`config.mk`:
```
export PLATFORM = sky130hd
export DESIGN_NAME = bin2bcd_display
export DESIGN_NICKNAME = d
export VERILOG_FILES = /design/src/rtl/bin2bcd_display.sv
export SDC_FILE = /design/constraint.sdc
export NUM_CORES = 1
export LEC_CHECK = 0
export BUFFER_PORTS_ARGS = -buffer_cell sky130_fd_sc_hd__buf_4
export CORE_MARGIN = 4
export CORE_UTILIZATION = 55
export CTS_CLUSTER_SIZE = 30
export DETAILED_ROUTE_END_ITERATION = 7
export GPL_TIMING_DRIVEN = 0
export HOLD_SLACK_MARGIN = 0.06
export PLACE_DENSITY = 0.89
export SLEW_MARGIN = 40
export SYNTH_ARGS = -nofsm -noshare
export SYNTH_HDL_FRONTEND = slang
export SYNTH_SLANG_ARGS = --single-unit
```
`constraint.sdc`:
```
create_clock -name clock -period 3.75 [get_ports clock]
set_input_delay 0.5625 -clock clock [delete_from_list [all_inputs] [get_ports clock]]
set_output_delay 0.5625 -clock clock [all_outputs]
set_load 0.005 [all_outputs]
```
`src/rtl/bin2bcd_display.sv`:
```
// bin2bcd_display: converts a 32-bit unsigned binary value into 8 packed BCD digits for an
// 8-digit display, using the shift-and-add-3 (double dabble) algorithm one bit per clock.
//
// Parameters:
//   SATURATE - overflow result: 1 -> all digits 9, 0 -> all digits E
// Ports:
//   clock  - system clock, rising edge
//   resetn - asynchronous active-low reset
//   start  - conversion request, only looked at while idle
//   bin    - binary input, captured on the accepting edge
//   busy   - conversion in progress (SHIFT or FINISH)
//   done   - one-cycle pulse: bcd/blank/ovf were just updated
//   bcd    - packed BCD result, digit i = bcd[4i+3:4i]
//   blank  - bit i set when digit i is a leading zero (bit 0 never set)
//   ovf    - last accepted value exceeded 99_999_999
module bin2bcd_display #(
  parameter bit SATURATE = 1'b1
) (
  input  logic        clock,
  input  logic        resetn,
  input  logic        start,
  input  logic [31:0] bin,
  output logic        busy,
  output logic        done,
  output logic [31:0] bcd,
  output logic [7:0]  blank,
  output logic        ovf
);

  localparam logic [31:0] MaxVal   = 32'd99_999_999;
  localparam logic [31:0] OvfBcd   = SATURATE ? 32'h9999_9999 : 32'hEEEE_EEEE;
  localparam logic [4:0]  LastIter = 5'd26;

  typedef enum logic [1:0] {StIdle, StShift, StFinish} state_e;

  state_e      state_q, state_d;
  logic [4:0]  cnt_q, cnt_d;
  logic [26:0] sr_q, sr_d;
  logic [31:0] acc_q, acc_d;
  logic        ovf_pend_q, ovf_pend_d;
  logic        done_q, done_d;
  logic [31:0] bcd_q, bcd_d;
  logic [7:0]  blank_q, blank_d;
  logic        ovf_q, ovf_d;

  logic [31:0] acc_adj;
  logic [7:0]  blank_norm;
  logic        zero_above;

  // Add-3 correction on every digit that would exceed 9 after doubling.
  always_comb begin
    acc_adj = acc_q;
    for (int i = 0; i < 8; i++) begin
      if (acc_q[4*i +: 4] >= 4'd5) begin
        acc_adj[4*i +: 4] = acc_q[4*i +: 4] + 4'd3;
      end
    end
  end

  // Leading-zero mask: digit i is blank when it and every higher digit are zero.
  always_comb begin
    blank_norm = 8'h00;
    zero_above = 1'b1;
    for (int i = 7; i >= 1; i--) begin
      zero_above    = zero_above & (acc_q[4*i +: 4] == 4'd0);
      blank_norm[i] = zero_above;
    end
  end

  always_comb begin
    state_d    = state_q;
    cnt_d      = cnt_q;
    sr_d       = sr_q;
    acc_d      = acc_q;
    ovf_pend_d = ovf_pend_q;
    done_d     = 1'b0;
    bcd_d      = bcd_q;
    blank_d    = blank_q;
    ovf_d      = ovf_q;

    unique case (state_q)
      StIdle: begin
        if (start) begin
          if (bin <= MaxVal) begin
            // Values in range fit in 27 bits, so only those bits need shifting.
            sr_d       = bin[26:0];
            acc_d      = 32'h0;
            cnt_d      = 5'd0;
            ovf_pend_d = 1'b0;
            state_d    = StShift;
          end else begin
            ovf_pend_d = 1'b1;
            state_d    = StFinish;
          end
        end
      end
      StShift: begin
        {acc_d, sr_d} = {acc_adj[30:0], sr_q, 1'b0};
        cnt_d         = cnt_q + 5'd1;
        if (cnt_q == LastIter) begin
          state_d = StFinish;
        end
      end
      StFinish: begin
        done_d  = 1'b1;
        cnt_d   = 5'd0;
        state_d = StIdle;
        if (ovf_pend_q) begin
          bcd_d   = OvfBcd;
          blank_d = 8'h00;
          ovf_d   = 1'b1;
        end else begin
          bcd_d   = acc_q;
          blank_d = blank_norm;
          ovf_d   = 1'b0;
        end
      end
      default: state_d = StIdle;
    endcase
  end

  always_ff @(posedge clock or negedge resetn) begin
    if (!resetn) begin
      state_q    <= StIdle;
      cnt_q      <= 5'd0;
      sr_q       <= 27'd0;
      acc_q      <= 32'h0;
      ovf_pend_q <= 1'b0;
      done_q     <= 1'b0;
      bcd_q      <= 32'h0;
      blank_q    <= 8'hFE;
      ovf_q      <= 1'b0;
    end else begin
      state_q    <= state_d;
      cnt_q      <= cnt_d;
      sr_q       <= sr_d;
      acc_q      <= acc_d;
      ovf_pend_q <= ovf_pend_d;
      done_q     <= done_d;
      bcd_q      <= bcd_d;
      blank_q    <= blank_d;
      ovf_q      <= ovf_d;
    end
  end

  assign busy  = (state_q != StIdle);
  assign done  = done_q;
  assign bcd   = bcd_q;
  assign blank = blank_q;
  assign ovf   = ovf_q;

endmodule

```
==> metrics, run 1 <==
R2R Path Start=acc_q[24]; Die Wd=between 100 and 150 um; final setup fails=0; Avg Cell Area, Syn=approximately 9.4 sq um; Tcrit/Tclk final=0.609; Top-Level Pins=78; Setup Skew=~13 ps; synth-to-layout area growth=17.7%; GP Congestion=0.878; largest stage delay on the critical path=470 ps; library cell with the highest instance count after synthesis=nand2_1; Worst Setup End Kind=flop; RSZ-0062 raised after global routing=no; final hold viol count=0; worst-margin pin slew=between 600 and 700 ps; Iteration-0 DRC Markers=between 300 and 400; CTS Buf Count=9; Die ar.=~12000 sq um; Gate power share=0.361; register area share after synthesis=0.485; Yosys top cell area share=0.452; initial antenna violation count=0; WL/cell=between 15 and 20 um; CTS H-tree depth=3; Clk pwr share=0.177; Post-DP HPWL=approximately 9800 um; R2R depth=7; global-route wire length before repair=23200 um; synth top area cells=dfrtp_1 (45%), nand2_1 (6.8%), o211ai_2 (5.8%); CTS tree=built; gr ovfl total=0; CP max-delay cell=nor4b_1; ANT cells=0; number of buffers and inverters on the critical path=1; synthesis warning total=0; WL final=13700 um; most frequent cells after synthesis=nand2_1 (102), dfrtp_1 (101), o21ai_0 (56), nand3_1 (52), a21oi_1 (36); Worst-Skew Late Latency=370 ps; hold depth=2; Crit path top cell by count=nand4_1; layout cells sized above 1=0.204; core area=9820 sq um; FMAX=0.438 GHz; crit path max fanout=5; Leak=between 3 and 4 nW; Max-Cap Viols=0; cell taking the most area after synthesis=dfrtp_1; Final TNS setup=0 ps; Min Clock Period, post-route=2280 ps; Setup CP Type=reg2reg; CTS Sinks=108; Post-Syn Nets=656; synthesized flop and latch total=108; Post-synth top flop=dfrtp_1; FFs w/ async S/R, synth=1.00; R2R Setup Slk=about 1500 ps; die height=109 um; GR Util All Layers=0.245; reg2reg end=blank[1]; Int Power=2.59 mW; Clock Root Buffer=clkbuf_8; worst path required time=4060 ps; Netlist cell types=44; largest net degree at the start of global routing=109; antenna-violating nets left=0; post-layout net count=around 750; switching share of total power=0.385; # DRC=0; Slew Limit Headroom=0.553; sw power=1.62 mW; worst min path class=in2reg; cts hold-fix bufs=0; maximum vdd drop=280 uV; sink of the worst hold path=ovf_pend_q; via count=4833; Post-synth EDFFs=0; Worst EP arrival=2590 ps; Flop pwr share=0.462; # port buffers=76; Mapped Cells=596; PwrDens=639 nW/um^2; clock-pin slew on the worst setup and hold paths=100 ps; final hold slack=418 ps; cts repair resizes=0; Max clock buf depth=2; Initial Util=0.570; Largest delay share family, worst path=simple AND/OR/NAND/NOR gates; Post-Syn Area=5590 sq um; Setup Fix Bufs, Post-CTS=0; final worst-path setup slack=1470 ps; worst hold path startpoint=start; Max Slew Vio Count=0; vias in the first global route=around 4900; Startpoint Class=flop; drt first pass iters=8; # rows=36; critical-path cell list=inv_1, ha_1, nor4b_1, nand4_1, nor4b_2, nand4_1, o21ai_1; status=complete, no violations; Vias/cell=~6; pre-CTS setup slack=1310 ps
-- logic make-up (layout without fill, tap and decap cells) --
group,count (synthesis),count (layout),synth area share
adder cells (fa/ha/maj),25,25,0.0559
buffers and inverters,59,153,0.0472
XOR/XNOR,10,10,0.0157
flip-flops,108,108,0.485
other,1,1,0.000670
multiplexers,1,1,0.00179
AND/OR/NAND/NOR,239,239,0.205
AO/OA/AOI/OAI,153,153,0.189
-- cells in the final DEF (no fill, tap or decap), drive strengths merged, types with 9 or more instances in the layout --
| master | count |
|---|---|
| a21oi | 36 |
| buf | 92 |
| clkbuf | 34 |
| dfrtp | 101 |
| ha | 25 |
| inv | 22 |
| nand2 | 102 |
| nand2b | 18 |
| nand3 | 52 |
| nor2 | 32 |
| nor3b | 16 |
| o211ai | 26 |
| o21ai | 60 |
| o31ai | 9 |
| xnor2 | 10 |
-- registers in the layout, summed over array words and instances (netlist names) --
register,count
acc_q,32
bcd,32
sr_q,27
blank,7
cnt_q,5
state_q,2
done,1
ovf,1
ovf_pend_q,1
-- metal layers --
metal	global-route usage	up-vias	part of all wire
met5	0	-	0
met4	0.0721	0	0.014
met3	0.0533	22	0.074
met2	0.428	213	0.50
met1	0.306	2351	0.41
li1	-	2247	-
-- power groups by stage --
stage | clock network, mW | logic (mW) | registers [mW]
6_report | 0.744 | 1.52 | 1.95
3_5_place_dp | 0 | 1.49 | 1.95
4_1_cts | 0.760 | 1.51 | 1.93
3_3_place_gp | 0 | 1.36 | 1.91
5_1_grt | 0.807 | 1.72 | 2.00
2_1_floorplan | 0 | 1.10 | 1.85
-- area by class of cell --
| type | instances | area [sq um] |
|---|---|---|
| multi-input combinational | 429 | 2620 |
| buffer | 39 | 189 |
| fill | 753 | 3240 |
| inverter | 20 | 75.1 |
| timing repair buffer | 78 | 616 |
| clock inverter | 6 | 70.1 |
| clock buffer | 10 | 138 |
| tap | 133 | 166 |
| sequential | 108 | 2710 |
-- stage by stage --
step,power [mW],std cells,cell area (sq um),utilization
after floorplan,2.95,596,5590,-
after global placement,3.27,805,6330,0.645
after detailed placement,3.44,805,6340,0.646
after CTS,4.20,821,6550,0.667
after global routing,4.53,823,6580,0.670
final,4.21,823,6580,0.670
-- worst max-delay path by stage --
stage | slack, ps | cells past startpoint | end | from
after CTS | 1500 | 7 | blank[1] | acc_q[24]
after global routing | 1360 | 6 | acc_q[0] | state_q[1]
after floorplan | 1730 | 7 | acc_q[11] | bin[31]
after global placement | 1360 | 8 | acc_q[27] | bin[31]
final | 1470 | 7 | blank[1] | acc_q[24]
after detailed placement | 1310 | 8 | acc_q[23] | bin[31]
(Power assumes the default switching activity.)
==> run 2, diff against run 1 <==
==> constraint.sdc (replaced) <==
create_clock -name clock -period 2.2 [get_ports clock]
set_input_delay 0.33 -clock clock [delete_from_list [all_inputs] [get_ports clock]]
set_output_delay 0.33 -clock clock [all_outputs]
set_load 0.005 [all_outputs]
==> run 2 against run 1 <==
Worst hold slack lost 230 ps. Flip-flop and latch count is the same. Routed wire length is essentially flat. Non-clock buffer count shrank 1. Power grew 71%. Clock power grew 72%. Combinational power grew 70%. Critical endpoint unchanged. Largest cell class unchanged. Largest power group unchanged.
==> metrics, run 2 (synthesis gave the netlist of run 1 again) <==
hold depth=2 (unchanged); fill count=747 (was 753); final hold viol count=0 (unchanged); Top-Level Pins=78 (unchanged); Max Slew Vio Count=0 (unchanged); Startpoint Class=flop (unchanged); Slew Limit Headroom=0.555 (was 0.553); reg2reg end=blank[1] (unchanged); commonest cells after routing, fill and taps aside=nand2_1 (102), dfrtp_1 (101), buf_4 (76), o21ai_0 (56), nand3_1 (52) (unchanged); GP Congestion=0.878 (unchanged); Initial Util=0.570 (unchanged); # DRC=0 (unchanged); Max clock buf depth=2 (unchanged); crit path max fanout=5 (unchanged); Max-Cap Viols=0 (unchanged); Vias/cell=5.82 (was 5.87); Setup CP Type=reg2reg (unchanged); Final TNS setup=0 ps (unchanged); Worst EP arrival=2400 ps (was 2590 ps); drt first pass iters=5 (was 8); commonest non-fill, non-tap cell in the layout=nand2_1 (unchanged); wire length on met1=5740 um (was 5660 um); CTS Sinks=108 (unchanged); WL/cell=16.7 um (about the same); CTS Buf Count=9 (unchanged); post-layout net count=744 (was 745); worst path required time=2510 ps (was 4060 ps); maximum vdd drop=482 uV (was 280 uV); R2R Path Start=acc_q[24] (unchanged); worst-margin pin slew=667 ps (was 671 ps); worst min path class=in2reg (unchanged); met3 WL=983 um (was 1010 um); Setup Skew=16.2 ps (was 13.0 ps); CTS H-tree depth=3 (unchanged); Post-DP HPWL=9830 um (unchanged); RSZ-0062 raised after global routing=no (unchanged); Post-Place Cells=805 (unchanged); R2R Setup Slk=110 ps (was 1470 ps); Min Clock Period, post-route=2090 ps (was 2280 ps); final setup fails=0 (unchanged); Finished Core Util=0.671 (was 0.670); PwrDens=1090 nW/um^2 (was 639 nW/um^2); R2R depth=7 (unchanged); WL final=13700 um (about the same); # port buffers=76 (unchanged); Leak=3.07 nW (about the same); die height=109 um (unchanged); Multi-input gate area=2630 sq um (was 2620 sq um); sink of the worst hold path=ovf_pend_q (unchanged); core area=9820 sq um (unchanged); global-route wire length before repair=23200 um (about the same); antenna-violating nets left=0 (unchanged); metal2 WL=6780 um (was 6850 um); Die ar.=11800 sq um (unchanged); GR Util All Layers=0.245 (about the same); Tcrit/Tclk final=0.948 (was 0.609); FF+latch area=2710 sq um (unchanged); ANT cells=0 (unchanged); gr ovfl total=0 (unchanged); CTS tree=built (unchanged); via count=4787 (was 4833); # rows=36 (unchanged); Die Wd=109 um (unchanged); synth-to-layout area growth=17.8% (was 17.7%); Iteration-0 DRC Markers=309 (was 305); Clock Root Buffer=clkbuf_8 (unchanged); Top Layer Used=met4 (unchanged); Worst-Skew Late Latency=370 ps (about the same); fin cells=822 (was 823); vias in the first global route=4899 (was 4897); initial antenna violation count=0 (unchanged); FMAX=0.480 GHz (was 0.438 GHz); worst hold path startpoint=start (unchanged); Worst Setup End Kind=flop (unchanged); clock-pin slew on the worst setup and hold paths=110 ps (was 100 ps); largest net degree at the start of global routing=109 (unchanged); layout cells sized above 1=0.208 (was 0.204); status=complete, no violations (unchanged); Final Total Pwr=7.19 mW (was 4.21 mW)
-- run 2: cell count changes in the layout (fill, tap and decap cells not counted) --
cell,delta
nor4b_1,-2
clkbuf_1,-1
nor4b_2,+2
-- run 2: report_power, final --
group	leakage, nW	internal, mW	switching [mW]
clock	0.107	0.569	0.708
combinational	1.67	1.21	1.38
sequential	1.29	2.63	0.691
-- run 2: worst max-delay path by stage --
stage / cells after the start / slack [ps] / start / end
final: 7 / 110 / acc_q[24] / blank[1]
after global routing: 7 / 20 / acc_q[24] / blank[1]
after CTS: 6 / 8 / state_q[1] / acc_q[0]
after detailed placement: 8 / -9 / bin[31] / acc_q[23]
after global placement: 8 / 40 / bin[31] / acc_q[27]
after floorplan: 7 / 410 / bin[31] / acc_q[11]
-- run 2: timing repair --
| item | 4_1_cts | 5_1_grt |
|---|---|---|
| resized for setup | 1 | 1 |
| pin swaps | 0 | 0 |
| setup endpoints to repair | 1 | 12 |
| cloned | 0 | 0 |
| buffers inserted | 0 | 0 |
| endpoints found under the hold margin | 99 | 0 |
| hold buffers | 1 | 0 |
-- run 2: area by class of cell --
type | count | area share
sequential | 108 | 0.411
clock buffer | 10 | 0.0209
clock inverter | 6 | 0.0106
multi-input combinational | 429 | 0.399
buffer | 38 | 0.0281
inverter | 20 | 0.0114
timing repair buffer | 78 | 0.0934
tap | 133 | 0.0252
-- run 2: worst max-delay path, cell delays in order (launching register included) --
cell and delay, ps:
dfrtp_1 460, inv_1 150, ha_1 160, nor4b_2 310, nand4_1 220, nor4b_2 360
nand4_1 190, o21ai_1 170
-- run 2: metrics by stage --
stage / worst slack [ps] / cell area (sq um) / hold WS (ps)
floorplan: 409 / 5590 / 34.4
global placement: 38.5 / 6330 / 443
detailed placement: -8.71 / 6340 / 436
CTS: 7.57 / 6560 / 170
global route: 21.7 / 6590 / 171
finish: 115 / 6590 / 185
-- run 2: per-layer routing --
layer,GRT usage,vias up
met3,0.0533,25
li1,-,2245
met4,0.0721,0
met5,0,-
met2,0.428,194
met1,0.306,2323
